--- src/rtl/cache_bus_arbiter.sv ---
// Round-robin arbiter sharing the memory-side bus between icache and dcache.
// Holds the grant for a whole transaction: request beats, then response beats.
module cache_bus_arbiter #(
   parameter int DATA_WIDTH = 64,
   parameter int TAG_WIDTH  = 13,
   parameter int LINE_BEATS = 8
) (
   input  logic                  clk,
   input  logic                  reset,

   input  logic [DATA_WIDTH-1:0] ic_req,
   input  logic [TAG_WIDTH-1:0]  ic_reqtag,
   input  logic                  ic_reqcyc,
   output logic                  ic_reqack,
   output logic [DATA_WIDTH-1:0] ic_resp,
   output logic [TAG_WIDTH-1:0]  ic_resptag,
   output logic                  ic_respcyc,
   input  logic                  ic_respack,

   input  logic [DATA_WIDTH-1:0] dc_req,
   input  logic [TAG_WIDTH-1:0]  dc_reqtag,
   input  logic                  dc_reqcyc,
   output logic                  dc_reqack,
   output logic [DATA_WIDTH-1:0] dc_resp,
   output logic [TAG_WIDTH-1:0]  dc_resptag,
   output logic                  dc_respcyc,
   input  logic                  dc_respack,

   output logic [DATA_WIDTH-1:0] mem_req,
   output logic [TAG_WIDTH-1:0]  mem_reqtag,
   output logic                  mem_reqcyc,
   input  logic                  mem_reqack,
   input  logic [DATA_WIDTH-1:0] mem_resp,
   input  logic [TAG_WIDTH-1:0]  mem_resptag,
   input  logic                  mem_respcyc,
   output logic                  mem_respack
);

   localparam int BW = $clog2(LINE_BEATS + 1);
   localparam logic [3:0] TYPE_MEM = 4'b0001;

   typedef enum logic [1:0] {IDLE, REQ, RESP} state_t;
   typedef enum logic {IC = 1'b0, DC = 1'b1} req_t;

   state_t          state;
   req_t            grant;
   req_t            last_grant;
   logic            is_read;
   logic [BW-1:0]   beats_left;

   logic                 pick_dc;
   logic [TAG_WIDTH-1:0] new_tag;
   logic [BW-1:0]        new_beats;
   logic                 in_req;
   logic                 in_resp;
   logic                 req_beat;
   logic                 last_beat;
   logic                 to_dc;
   logic                 to_ic;

   // On a tie the requester that did not win last time gets the bus.
   always_comb begin
      pick_dc = dc_reqcyc & (~ic_reqcyc | (last_grant == IC));
      new_tag = pick_dc ? dc_reqtag : ic_reqtag;
      new_beats = BW'(2);
      if (new_tag[12])
         new_beats = BW'(1);
      else if (new_tag[11:8] == TYPE_MEM)
         new_beats = BW'(LINE_BEATS + 1);
   end

   assign in_req    = (state == REQ);
   assign in_resp   = (state == RESP);
   assign to_dc     = (grant == DC);
   assign to_ic     = (grant == IC);
   assign last_beat = (beats_left == BW'(1));

   assign mem_req    = in_req ? (to_dc ? dc_req : ic_req) : '0;
   assign mem_reqtag = in_req ? (to_dc ? dc_reqtag : ic_reqtag) : '0;
   assign mem_reqcyc = in_req & (to_dc ? dc_reqcyc : ic_reqcyc);
   assign req_beat   = mem_reqcyc & mem_reqack;

   assign ic_reqack = req_beat & to_ic;
   assign dc_reqack = req_beat & to_dc;

   assign ic_resp    = (in_resp & to_ic) ? mem_resp : '0;
   assign ic_resptag = (in_resp & to_ic) ? mem_resptag : '0;
   assign ic_respcyc = in_resp & to_ic & mem_respcyc;
   assign dc_resp    = (in_resp & to_dc) ? mem_resp : '0;
   assign dc_resptag = (in_resp & to_dc) ? mem_resptag : '0;
   assign dc_respcyc = in_resp & to_dc & mem_respcyc;

   assign mem_respack = in_resp & mem_respcyc
                      & (to_dc ? dc_respack : ic_respack);

   always_ff @(posedge clk or negedge reset) begin
      if (!reset) begin
         state      <= IDLE;
         grant      <= IC;
         last_grant <= IC;
         is_read    <= 1'b0;
         beats_left <= '0;
      end else begin
         unique case (state)
            IDLE: begin
               if (ic_reqcyc | dc_reqcyc) begin
                  grant      <= req_t'(pick_dc);
                  last_grant <= req_t'(pick_dc);
                  is_read    <= new_tag[12];
                  beats_left <= new_beats;
                  state      <= REQ;
               end
            end
            REQ: begin
               if (req_beat) begin
                  if (!last_beat) begin
                     beats_left <= beats_left - BW'(1);
                  end else if (is_read) begin
                     // Tag is still held on the bus during its final beat.
                     beats_left <= (mem_reqtag[11:8] == TYPE_MEM)
                                 ? BW'(LINE_BEATS) : BW'(1);
                     state      <= RESP;
                  end else begin
                     beats_left <= '0;
                     state      <= IDLE;
                  end
               end
            end
            RESP: begin
               if (mem_respack) begin
                  beats_left <= beats_left - BW'(1);
                  if (last_beat)
                     state <= IDLE;
               end
            end
            default: state <= IDLE;
         endcase
      end
   end

endmodule

--- config.mk ---
export PLATFORM = sky130hd
export DESIGN_NAME = cache_bus_arbiter
export DESIGN_NICKNAME = d
export VERILOG_FILES = /design/src/rtl/cache_bus_arbiter.sv
export SDC_FILE = /design/constraint.sdc
export NUM_CORES = 1
export LEC_CHECK = 0
export ABC_AREA = 1
export ABC_CLOCK_PERIOD_IN_PS = 4600
export CORE_AREA = 2 2 184 186
export CTS_CLUSTER_DIAMETER = 150
export DETAILED_ROUTE_END_ITERATION = 8
export DIE_AREA = 0 0 186 188
export PLACE_DENSITY = 0.42
export SYNTH_ARGS = -nofsm -noshare
export SYNTH_HDL_FRONTEND = slang
export SYNTH_SLANG_ARGS = --single-unit
export TNS_END_PERCENT = 30
--- constraint.sdc ---
create_clock -name clk -period 4.6 [get_ports clk]
set_input_delay 1.15 -clock clk [delete_from_list [all_inputs] [get_ports clk]]
set_output_delay 1.15 -clock clk [all_outputs]
set_load 0.02 [all_outputs]
# Yosys cells after proc, flatten, opt, wreduce, memory -nomap -nowiden
# Cells that the tools add are included.
op_classes:
  n_eq_ne: 10
  reduce_logical: 5
  bitwise_logic: 15
  muxes: 27
  addsub: 1
ops:
  columns: ["operator", "count"]
  rows:
  - ["$mux 64", 4]
  - ["$mux 13", 5]
  - ["$mux 4", 8]
  - ["$eq 4x1->1 const B", 3]
  - ["$mux 2", 6]
  - ["$pmux 4 s3", 1]
  - ["$and 1x1->1", 11]
  - ["$ne 2x1->1 const B", 3]
  - ["$pmux 2 s3", 1]
  - ["$reduce_and 5->1", 1]
  - ["$ne 2x2->1 const B", 2]
  - ["$reduce_and 4->1", 1]
  - ["$sub 4x1->4 const B", 1]
  - ["$reduce_bool 3->1", 1]
  - ["$eq 2x1->1 const B", 1]
  - ["$eq 2x2->1 const B", 1]
  - ["$logic_not 2->1", 1]
  - ["$mux 1", 2]
  - ["$not 1->1", 2]
  - ["$or 1x1->1", 2]
  - ["$reduce_and 2->1", 1]
word_totals:
  output_inout_bits: 237
  input_bits: 239
  ff_bits: 8
  elab_cells: 62

# Logic depth before layout (Yosys ltp)
logic_depth:
  word_depth: 9
  ltp_mapped: 13
  mapped_depth_nobuf: 12

# Worst setup path after synthesis
# No wires, ideal clock.
synth_path:
  kind: "input to output"
  from: "input dc_reqcyc"
  to: "output dc_reqack"
  t_arrival_ns: 1.848
  stages: 5
  setup_slack_ns: 1.602
  t_required_ns: 3.450
  n_path_buf: 0
  path_cell_list: "inv_1 > nand2_1 > and3_2 > nand2_2 > nor2_1"
synth_between:
  elab_chain_cells: 4
synth_rtl:
  columns: ["element", "line_no", "source"]
  rows:
  - ["from (decl)", "22", "input logic dc_reqcyc,"]
  - ["$mux 1", "80", "assign mem_reqcyc = in_req & (to_dc ? dc_reqcyc : ic_reqcyc);"]
  - ["$and 1x1->1", "80", null]
  - ["net mem_reqcyc", "31", "output logic mem_reqcyc,"]
  - ["$and 1x1->1", "81", "assign req_beat = mem_reqcyc & mem_reqack;"]
  - ["$and 1x1->1", "84", "assign dc_reqack = req_beat & to_dc;"]
  - ["to (decl)", "23", "output logic dc_reqack,"]
# The timed path passes the listed nets, and every way through them passes these cells.

# Final worst setup path
layout_path:
  from: "input ic_reqcyc"
  to: "output ic_reqack"
layout_between:
  elab_chain_cells: 4
layout_rtl:
  columns: ["element", "line_no", "source"]
  rows:
  - ["from (decl)", "13", "input logic ic_reqcyc,"]
  - ["$mux 1", "80", null]
  - ["$and 1x1->1", "80", null]
  - ["$and 1x1->1", "81", null]
  - ["$and 1x1->1", "83", "assign ic_reqack = req_beat & to_ic;"]
  - ["to (decl)", "14", "output logic ic_reqack,"]
# Every way passes these cells.

==> flow_metrics.tcl <==
set metrics [dict create \
    max_freq_mhz 251 \
    fin_setup_tns_ns 0 \
    period_share 0.867 \
    synth-edff-count 0 \
    drt_iter0_drc 312 \
    port-buffer-count 475 \
    final_hold_viol_count 0 \
    grt_pass1_vias 4872 \
    cts-htree-levels 1 \
    cts_hold_buf 0 \
    wl_met3_um 1530 \
    overflow 0 \
    clk_pin_slew_ns 0.04 \
    syn_nets 865 \
    synth_top_family_by_area "simple AND/OR/NAND/NOR gates" \
    multiInputGateArea_mm2 0.00199 \
    grt_setup_unrepaired "no" \
    slew_headroom 0.422 \
    path_cells "clkdlybuf4s50_1, inv_2, nand2_1, and3_2, nand2_2, nor2_1, clkdlybuf4s50_1" \
    synthXorXnorAreaFrac 0.00318 \
    finalPower_mw 3.10 \
    slowest_delay_ns 0.65 \
    viasPerCell 3.42 \
    dp_slack_ns 0.577 \
    worstHoldPathType "flop to flop" \
    status "finished clean" \
    regArea_um2 201 \
    wl_met1_um 8560 \
    globalplace.congestion 0.764 \
    p_leak_nw 3.48 \
    synth_simple_gate_area_frac 0.513 \
    yosysUniqueCellTypes 26 \
    cts.path.max_buffers 2 \
    crit_arrival_ns 2.84 \
    layout_commonest_cell "clkdlybuf4s50_1" \
    ios 476 \
    yosysSeqAreaShare 0.0727 \
    cp-end-kind "output pin" \
    antenna_found_initial 1 \
    start_util 0.0831 \
    syn_area_mm2 0.00275 \
    core_mm2 0.0331 \
    finalSetupViolCount 0 \
    clk_latency_ns 0.23 \
    critPathMaxFanout 4 \
    synthMuxAreaShare 0 \
    hold_path_startpoint "beats_left[1]" \
    cts_made_buffers 3 \
    worst_pin_slew_ns 0.867 \
    ys.flop_type "dfrtp_1" \
    ir_worst_vdd_mv 0.412 \
    row_count 67 \
    p_per_area_mw_per_mm2 383 \
    ys_seq_elements 8 \
    grt_usage 0.113 \
    route.met2.wl_um 11400 \
    n_fill_cell 3733 \
    synthArstFlopShare 1.00 \
    cap_violations 0 \
    startpoint "ic_reqcyc" \
    fp.dieW_um 186 \
    ys_warn_count 0 \
    dr.pass1.iters 4 \
    fp.dieH_um 188 \
    finalCriticalPeriod_ns 3.99 \
    setup_ws_ns 0.610 \
    layout_common_cells "475 x clkdlybuf4s50_1, 309 x nor2_1, 102 x inv_1" \
    grt_pass1_wl_um 30400 \
    worstSetupStartpointType "input pin" \
    hpwl_um 17900 \
    drive_above_1_share 0.0272 \
    fp.dieArea_mm2 0.0350 \
    n_antenna_cell 0 \
    area_delta_synth_final_pct 194 \
    postRouteAntennaNets 0 \
    tritoncts "done" \
    avgSynthCellArea_um2 4.44 \
    cts_resized 0 \
    clkSinkCount 8 \
    finalMaxSlewViolations 0 \
    vias 5178 \
    cts_root_buf "clkbuf_16" \
    slowest_stage "clkdlybuf4s50_1" \
    cts_setup_buffers 0 \
    wire_per_inst_um 14.3 \
    nNetsFinal 1312 \
    cpMostUsedCell "clkdlybuf4s50_1" \
    routed.top_layer "met5" \
    reg2reg_from "state[1]" \
    drc_errors 0 \
    r2r_slack_ns 2.39 \
    synth-compound-area-share 0.178 \
    final.setup_skew_ns 0.00268 \
    grt_max_degree 81 \
    routed_wl_um 21600 \
    critPathRequiredTime_ns 3.45 \
    crit_type "input pin to output pin" \
    synthAdderAreaFrac 0.0273 \
    synthCells 620 \
]
flip-flops by register name, summed over array words and instances (netlist names):
name and count:
state 2, beats_left 4, last_grant 1, is_read 1
layer usage:
layer,GRT usage,vias up
met4,0.00636,2
met5,0,-
li1,-,2728
met2,0.221,208
met1,0.133,2232
met3,0.0165,8
synth_stat cells, types with 4 or more instances:
master    count  area [µm²]
buf_1         5        18.8
ha_1          6        75.1
nor2_1      309        1160
o21ai_1       4        20.0
buf_2         8        40.0
a21oi_1       7        35.0
o21ai_0      79         395
inv_1       102         383
nand2_1      34         128
dfrtp_1       8         200
nand3_1       9        45.0
clkbuf_1     28         105
area by class of cell:
class,instances,share of cell area
repair buffers,484,0.601
inverters,105,0.0486
well taps,448,0.0692
flip-flops and latches,8,0.0249
multi-input cells,465,0.246
clock buffers,4,0.00973
worst max-delay path: cells and delay by family:
family / cells / cell delay (ns)
and+or+nand+nor: 4 / 0.44
buffers and inverters: 3 / 1.24
path summary, 6_finish.rpt:
kind | depth (start not counted) | to
worst max-delay path | 7 | ic_reqack
worst min-delay path | 2 | beats_left[1]
min in group asynchronous | 1 | state[0]
worst min register to register | 2 | beats_left[1]
max in group asynchronous | 1 | last_grant
worst max register to register | 8 | beats_left[0]
cells by family after synthesis:
group	after synthesis
AND/OR/NAND/NOR	363
AO/OA/AOI/OAI	95
adder cells (fa/ha/maj)	6
flip-flops	8
XOR/XNOR	1
buffers and inverters	147
power breakdown:
part	total [mW]	switching (mW)	internal [mW]
Combinational	2.82	1.61	1.20
Sequential	0.137	0.0332	0.104
Clock	0.150	0.0345	0.116
through the flow:
stage               instance area [µm²]  hold slack [ns]   util  instances
floorplan                          2750            0.449      -        620
global placement                   8020            0.475  0.242       1510
detailed placement                 8020            0.477  0.242       1510
CTS                                8100            0.486  0.245       1514
global route                       8100            0.511  0.245       1514
finish                             8100            0.482  0.245       1514
(Power assumes the default switching activity.)
